### src/rtl/tanh_pl_pipe.sv
// Pipelined piecewise-linear tanh/sigmoid unit, 3 stages, valid/ready on both sides.
// Define TANH_PL_STATS_EN to add the sat_count/stats_clr saturation counter.
module tanh_pl_pipe #(
    parameter int W     = 32,
    parameter int FRAC  = 24,
    parameter int TAG_W = 4
) (
    input  logic             clk,
    input  logic             rst_n,
    input  logic             in_valid,
    output logic             in_ready,
    input  logic [W-1:0]     in_x,
    input  logic             in_mode,
    input  logic [TAG_W-1:0] in_tag,
    output logic             out_valid,
    input  logic             out_ready,
    output logic [W-1:0]     out_y,
    output logic [TAG_W-1:0] out_tag
`ifdef TANH_PL_STATS_EN
    ,
    output logic [15:0]      sat_count,
    input  logic             stats_clr
`endif
);

    generate
        if (FRAC < 16 || FRAC > W - 4) begin : g_bad_cfg
            $error("tanh_pl_pipe: FRAC must satisfy 16 <= FRAC <= W-4");
        end
    endgenerate

    localparam logic [W-1:0] ONE = {{(W-1){1'b0}}, 1'b1} << FRAC;

    // tanh(k/4) in Q0.16, aligned to the top of a FRAC-bit fraction
    function automatic logic [FRAC-1:0] tk(input logic [4:0] k);
        logic [15:0]     t;
        logic [FRAC-1:0] v;
        case (k)
            5'd0:    t = 16'd0;
            5'd1:    t = 16'd16051;
            5'd2:    t = 16'd30285;
            5'd3:    t = 16'd41625;
            5'd4:    t = 16'd49912;
            5'd5:    t = 16'd55593;
            5'd6:    t = 16'd59320;
            5'd7:    t = 16'd61694;
            5'd8:    t = 16'd63179;
            5'd9:    t = 16'd64096;
            5'd10:   t = 16'd64659;
            5'd11:   t = 16'd65003;
            5'd12:   t = 16'd65212;
            5'd13:   t = 16'd65339;
            5'd14:   t = 16'd65417;
            5'd15:   t = 16'd65464;
            default: t = 16'd65492;
        endcase
        v = '0;
        v[FRAC-1 -: 16] = t;
        return v;
    endfunction

    logic w_adv;

    logic             r_v1, r_s1, r_sat1, r_mode1;
    logic [3:0]       r_i1;
    logic [FRAC-3:0]  r_r1;
    logic [TAG_W-1:0] r_tag1;

    logic             r_v2, r_s2, r_mode2;
    logic [FRAC-1:0]  r_base2, r_p2;
    logic [TAG_W-1:0] r_tag2;

    logic             r_v3;
    logic [W-1:0]     r_y3;
    logic [TAG_W-1:0] r_tag3;

    assign w_adv     = !r_v3 | out_ready;
    assign in_ready  = w_adv & rst_n;
    assign out_valid = r_v3;
    assign out_y     = r_y3;
    assign out_tag   = r_tag3;

    // S1: prescale, sign/magnitude split, segment select
    logic [W-1:0]    w_half, w_xs, w_a;
    logic            w_s, w_sat;
    logic [3:0]      w_i;
    logic [FRAC-3:0] w_r;

    assign w_half = {in_x[W-1], in_x[W-1:1]};
    assign w_xs   = in_mode ? w_half : in_x;
    assign w_s    = w_xs[W-1];
    assign w_a    = w_s ? -w_xs : w_xs;
    // most-negative input negates to itself, whose top bit lands in this range
    assign w_sat  = |w_a[W-1:FRAC+2];
    assign w_i    = w_a[FRAC+1:FRAC-2];
    assign w_r    = w_a[FRAC-3:0];

    // S2: chord slope times in-segment remainder
    logic [4:0]        w_ip1;
    logic [FRAC-1:0]   w_lo, w_hi, w_d, w_p;
    logic [2*FRAC-3:0] w_prod;

    assign w_ip1  = {1'b0, r_i1} + 5'd1;
    assign w_lo   = tk({1'b0, r_i1});
    assign w_hi   = tk(w_ip1);
    assign w_d    = w_hi - w_lo;
    assign w_prod = {{(FRAC-2){1'b0}}, w_d} * {{FRAC{1'b0}}, r_r1};
    assign w_p    = FRAC'(w_prod >> (FRAC-2));

    // S3: restore sign, optionally map tanh to sigmoid
    logic [W-1:0]        w_mw, w_t, w_y;
    logic signed [W-1:0] w_sig, w_sigh;

    assign w_mw   = {{(W-FRAC){1'b0}}, r_base2 + r_p2};
    assign w_t    = r_s2 ? -w_mw : w_mw;
    assign w_sig  = ONE + w_t;
    assign w_sigh = w_sig >>> 1;
    assign w_y    = r_mode2 ? w_sigh : w_t;

    always_ff @(posedge clk) begin
        if (!rst_n) begin
            r_v1    <= 1'b0;
            r_v2    <= 1'b0;
            r_v3    <= 1'b0;
            r_s1    <= 1'b0;
            r_sat1  <= 1'b0;
            r_mode1 <= 1'b0;
            r_i1    <= '0;
            r_r1    <= '0;
            r_tag1  <= '0;
            r_s2    <= 1'b0;
            r_mode2 <= 1'b0;
            r_base2 <= '0;
            r_p2    <= '0;
            r_tag2  <= '0;
            r_y3    <= '0;
            r_tag3  <= '0;
        end else if (w_adv) begin
            r_v1 <= in_valid;
            r_v2 <= r_v1;
            r_v3 <= r_v2;
            if (in_valid) begin
                r_s1    <= w_s;
                r_sat1  <= w_sat;
                r_mode1 <= in_mode;
                r_i1    <= w_i;
                r_r1    <= w_r;
                r_tag1  <= in_tag;
            end
            if (r_v1) begin
                r_s2    <= r_s1;
                r_mode2 <= r_mode1;
                r_tag2  <= r_tag1;
                r_base2 <= r_sat1 ? tk(5'd16) : w_lo;
                r_p2    <= r_sat1 ? '0 : w_p;
            end
            if (r_v2) begin
                r_y3   <= w_y;
                r_tag3 <= r_tag2;
            end
        end
    end

`ifdef TANH_PL_STATS_EN
    logic        r_sat2, r_sat3;
    logic [15:0] r_sat_cnt;

    assign sat_count = r_sat_cnt;

    always_ff @(posedge clk) begin
        if (!rst_n) begin
            r_sat2    <= 1'b0;
            r_sat3    <= 1'b0;
            r_sat_cnt <= '0;
        end else begin
            if (w_adv && r_v1) r_sat2 <= r_sat1;
            if (w_adv && r_v2) r_sat3 <= r_sat2;
            if (stats_clr) begin
                r_sat_cnt <= '0;
            end else if (r_v3 && out_ready && r_sat3
                         && r_sat_cnt != 16'hFFFF) begin
                r_sat_cnt <= r_sat_cnt + 16'd1;
            end
        end
    end
`endif

endmodule

### config.mk
export PLATFORM = sky130hd
export DESIGN_NAME = tanh_pl_pipe
export DESIGN_NICKNAME = d
export VERILOG_FILES = /design/src/rtl/tanh_pl_pipe.sv
export SDC_FILE = /design/constraint.sdc
export NUM_CORES = 1
export LEC_CHECK = 0
export CORE_MARGIN = 1
export CORE_UTILIZATION = 40
export DETAILED_ROUTE_END_ITERATION = 10
export PLACE_DENSITY = 0.53
export SKIP_LAST_GASP = 1
export SYNTH_ARGS = -nofsm -noshare
export SYNTH_HDL_FRONTEND = slang
export SYNTH_SLANG_ARGS = --single-unit
export TNS_END_PERCENT = 10
### constraint.sdc
create_clock -name clk -period 12.57 [get_ports clk]
set_input_delay 3.771 -clock clk [delete_from_list [all_inputs] [get_ports clk]]
set_output_delay 3.771 -clock clk [all_outputs]
set_load 0.03 [all_outputs]
* Word level (Yosys, flattened, before mapping) *
Memories as Yosys holds them, arrays and structs flattened. A register that Yosys moved wholly into a read port is not among the register bits.
Index checks and enable logic that the tools add are counted.

word-level totals
  bits in registers = 126
  memory bits (read-only) = 512
  output and inout port bits = 38
  word-level logic and storage cells = 41
  memories kept = 2

cells by class
  $add $sub $neg = 6
  multipliers = 1
  muxes and demuxes = 9
  bitwise operators = 2
  reductions and logical operators = 5

memory list
  name              words  width  rd ports  clocked after Yosys merged registers in  write ports  line  text
  (name not given)  16     16     1         0                                        0            38    case (k)
  (name not given)  16     16     1         1                                        0            38

operators by type and width
  operator                                                          count
  32-bit 2-to-1 mux                                                 3
  24-bit 2-to-1 mux                                                 2
  24-bit by 22-bit multiplier with 46-bit output                    1
  25-bit by 32-bit adder with 32-bit output (first input constant)  1
  24-bit negation with 32-bit output                                1
  32-bit negation                                                   1
  31-bit 2-to-1 mux                                                 1
  24-bit adder                                                      1
  24-bit subtractor                                                 1
  16-bit 2-to-1 mux                                                 1
  4-bit 2-to-1 mux                                                  2
  2-bit AND reduction                                               3
  6-bit OR reduction                                                1
  4-bit by 1-bit adder with 5-bit output (second input constant)    1
  1-bit bitwise AND                                                 1
  1-bit zero test                                                   1
  1-bit bitwise OR                                                  1

* Longest topological paths before layout *
An unclocked memory read counts as a cell.

  word-level depth = 6
  mapped depth = 42

* Worst setup path after synthesis *
No wires, ideal clock.

  path type = register to register
  from = register r_i1[0]
  to = register r_p2[19]
  setup time = 0.128 ns
  arrival = 9.868 ns
  path slack = 2.574 ns
  stages on the path, launching flop included = 40
  path buffers = 2
  period minus slack after synthesis = 9.996 ns
  cell sequence = dfxtp_1 > ha_1 > clkbuf_1 > xor2_1 > nor2_1 > nand2_1 > o2111ai_1 > ha_1 > inv_1 > fa_1 > a21o_1 > a21oi_1 > o21bai_1 > a21oi_1 > o21bai_1 > a211o_1 > a2111o_1 > nand3_1 > [... 4 more ...] > fa_1 > inv_1 > fa_1 > fa_1 > fa_1 > inv_1 > fa_1 > inv_1 > ha_1 > a21oi_1 > nor2b_1 > o41a_1 > a311o_1 > a221oi_1 > o31ai_1 > a21oi_1 > xor2_1 > o21ai_0

on the way
  cells in the longest elaborated chain, start to end = 6

ends and longest elaborated chain
  what                                                line  text
  from (decl)                                         65    logic [3:0] r_i1;
  from (signal assigned)                              146   r_i1 <= w_i;
  4-bit by 1-bit adder with 5-bit output (*)          103   assign w_ip1 = {1'b0, r_i1} + 5'd1;
  memory read 16 x 16 bit                             n/a
  16-bit 2-to-1 mux (*)                               38
  24-bit subtractor (*)                               106   assign w_d = w_hi - w_lo;
  24-bit by 22-bit multiplier with 46-bit output (*)  107   assign w_prod = {{(FRAC-2){1'b0}}, w_d} * {{FRAC{1'b0}}, r_r1};
  24-bit 2-to-1 mux (*)                               155   r_p2 <= r_sat1 ? '0 : w_p;
  to (signal assigned)                                155
  to (decl)                                           70    logic [FRAC-1:0] r_base2, r_p2;

Every way passes the cells marked *; elsewhere a longest branch is shown, timed or not.
A chain may end at the register's enable or synchronous reset.

* Worst setup path after layout *
  from = register r_i1[0]
  to = register r_p2[22]

Same word-level chain as after synthesis.

==> results.md <==
* Vias/cell at 5.49
* DRC errors left at 0
* CTS tree: done
* Hold Crit Class: reg2reg
* #FFs+latches synth at 134
* Slew headroom at 0.197
* Adder-cell share of the synthesized area at 0.368
* Final worst setup slack at 1.22 ns
* Critical Path End Type: flip-flop
* Clock share of power at 0.071
* Post_cts resized at 0
* Tightest Pin Transition at 1.20 ns
* Status: finished, final reports clean
* Ys Warns at 0
* Vias at 18.3k
* XOR/XNOR share of the synthesized area at 0.0338
* Worst Skew at 0.0127 ns
* Filler Cells Inserted at 5487
* Final setup viols at 0
* Max-cap violations at 0
* Die Y at 236 µm
* Top cell by count, worst path: fa_1
* Critical path class: reg2reg
* Half-perimeter wire length after detailed placement at 48300 µm
* Sw Ratio at 0.551
* Post-synthesis compound-gate area fraction at 0.149
* Multiplexer share of the synthesized area at 0.0158
* Row count at 85
* Crit path DAT at 11.63 ns
* Cell area after synthesis at 21800 µm²
* Antenna cell count at 0
* Comb power frac at 0.855
* Initial DRC count at 1120
* Simple-Gate Fraction of Synth Area at 0.213
* Max stage delay on crit path at 0.62 ns
* Final period util at 0.903
* # IOs at 79
* RSZ-0062 raised after global routing: no
* Initial Util at 0.405
* Mapped Nets at 3192
* Number of iterations in the first detailed-routing pass at 5
* Fraction of registers with async set/reset at 0
* Die area at 55500 µm²
* CTS clock-pin slew for the worst setup and hold paths at 0.06 ns
* Port Buffer Count at 78
* GRT Overall Usage at 0.229
* P_sw at 3840 µW
* Crit-path slowest cell: a211o_1
* Startpoint Class: flip-flop
* Top_reg_cell synth: dfxtp_1
* Die width at 236 µm
* Clock sinks at 134
* Post-CTS Setup Bufs at 0
* Pre-CTS WS at 1.35 ns
* CTS buffer count at 17
* Most frequent cells in the layout: inv_1 (380), nand2_1 (333), fa_1 (278)
* Number of synthesized flops with an enable pin at 0
* Largest net degree at the start of global routing at 100
* Internal Power at 3130 µW
* H-tree depth at 4
* Most common library cell in the layout ignoring fill and taps: inv_1
* First-pass GRT wire length at 100000 µm
* Final Critical Period at 11.35 ns
* Pins Over Slew Limit at 0
* Power per cell area at 295 nW/µm²
* Initial antenna violation count at 0
* Core Area at 53800 µm²
* Fmax at 88.1 MHz
* Syn Area/Cell at 8.15 µm²
* Post-synth cell types at 91
* Grt ovf at 0
* Routed wire length at 62500 µm
* Hold buffer count at CTS at 0
* Main combinational cell family by area after synthesis: adder cells
* Seq pwr share at 0.074
* Final #Nets at 3145
* GP Congestion at 0.878
* Vias in the first global route at 18.0k
* Area Growth Syn to Fin at 8.36%
* Critical Path Fanout Max at 22
* Pleak at 0.0105 µW
* Drt wl/cell at 18.7 µm
* Peak VDD IR at 0.000358 V
* Mapped Cells at 2677
* Final Hold Viols at 0
* Required time of the worst setup path at 12.85 ns
* Register area share after synthesis at 0.123
* Worst skew pair latency at 0.44 ns
* Clk buf depth at 2
* TNS Setup at 0 ns
* Layout cells sized above 1 at 0.0443
* Routed Antenna Nets at 0
* Root Driver: clkbuf_16
==> kinds of logic (layout without fill, tap and decap cells) <==
kind of cell,Yosys count,after routing
buffers and inverters,568,533
adders and majority gates,474,474
DFF,134,134
and+or+nand+nor,910,910
muxes,30,30
xor gates and xnor gates,82,82
AOI/OAI and AO/OA,479,479
==> metal layers <==
layer  track usage  part of all wire  up-vias  routed length, µm
met5             0                 0        -                  0
met4        0.0885             0.036        0               2260
met2         0.373              0.46      464              28800
li1              -                 -     8786                  -
met3        0.0274             0.047       89               2940
met1         0.311              0.46     8991              28500
==> metrics by stage <==
step / total power [µW] / hold WS (ns) / area [µm²] / utilization / cells
2_1_floorplan: 4960 / 0.429 / 21800 / - / 2677
3_3_place_gp: 6450 / 0.441 / 23100 / 0.429 / 3307
3_5_place_dp: 6520 / 0.447 / 23100 / 0.429 / 3307
4_1_cts: 7080 / 0.460 / 23600 / 0.439 / 3338
5_1_grt: 7890 / 0.484 / 23600 / 0.439 / 3338
6_report: 6970 / 0.454 / 23600 / 0.439 / 3338
==> worst paths after layout <==
path / from / endpoint / slack, ns / cells past startpoint
worst min register to register: out_y[15] / out_y[15] / 0.45 / 2
worst max register to register: r_i1[0] / r_p2[22] / 1.22 / 36
worst min-delay path: out_y[15] / out_y[15] / 0.45 / 2
worst max-delay path: r_i1[0] / r_p2[22] / 1.22 / 36
==> final cells by class <==
| class | instances | area (µm²) | share of cell area |
|---|---|---|---|
| repair buffers | 120 | 1080 | 0.0457 |
| flip-flops and latches | 134 | 2680 | 0.114 |
| inverters | 382 | 1430 | 0.0607 |
| clock buffers | 17 | 425 | 0.0180 |
| multi-input cells | 1975 | 17000 | 0.719 |
| well taps | 696 | 871 | 0.0368 |
| clock inverters | 14 | 141 | 0.00598 |
==> cell usage after synthesis (15+ instances only) <==
| library cell | instances | area [µm²] |
|---|---|---|
| nand2_1 | 333 | 1250 |
| mux2i_1 | 22 | 220 |
| nor3_1 | 42 | 210 |
| a211oi_1 | 26 | 195 |
| or3_1 | 20 | 125 |
| nor3b_1 | 16 | 120 |
| nand2b_1 | 16 | 100 |
| nor4_1 | 17 | 106 |
| xnor2_1 | 60 | 526 |
| nand4_1 | 29 | 181 |
| clkbuf_1 | 168 | 631 |
| fa_1 | 278 | 5570 |
| nor2b_1 | 42 | 263 |
| a31oi_1 | 27 | 169 |
| dfxtp_1 | 134 | 2680 |
| a21boi_0 | 30 | 225 |
| a21o_1 | 15 | 113 |
| o21ai_0 | 103 | 515 |
| and3_1 | 21 | 131 |
| nand3_1 | 103 | 515 |
| inv_1 | 380 | 1430 |
| ha_1 | 196 | 2450 |
| nor2_1 | 74 | 278 |
| o211ai_1 | 22 | 165 |
| a21oi_1 | 91 | 455 |
| and2_1 | 152 | 951 |
| xor2_1 | 21 | 184 |
==> flip-flops by register name (all words and copies together) (netlist names), 4 cells and up <==
signal   flops
r_tag2       4
w_lo        16
r_tag1       4
r_base2     16
r_r1        22
out_tag      4
r_p2        24
r_i1         4
out_y       32
==> power by group through the flow <==
stage	combinational, µW	sequential (µW)	clock (µW)
detailed placement	6000	527	0
CTS	6050	518	511
finish	5950	518	493
global route	6840	524	525
global placement	5920	526	0
floorplan	4460	499	0
==> critical path: cells and delay by family, from the launching register on <==
family | cells | cell delay [ns]
AND/OR/NAND/NOR | 4 | 0.85
adder cells (fa/ha/maj) | 10 | 4.48
AO/OA/AOI/OAI | 16 | 4.37
buffers and inverters | 4 | 0.23
flip-flops | 1 | 0.53
XOR/XNOR | 2 | 0.69
Note: power is estimated with default switching activity, not from simulation.
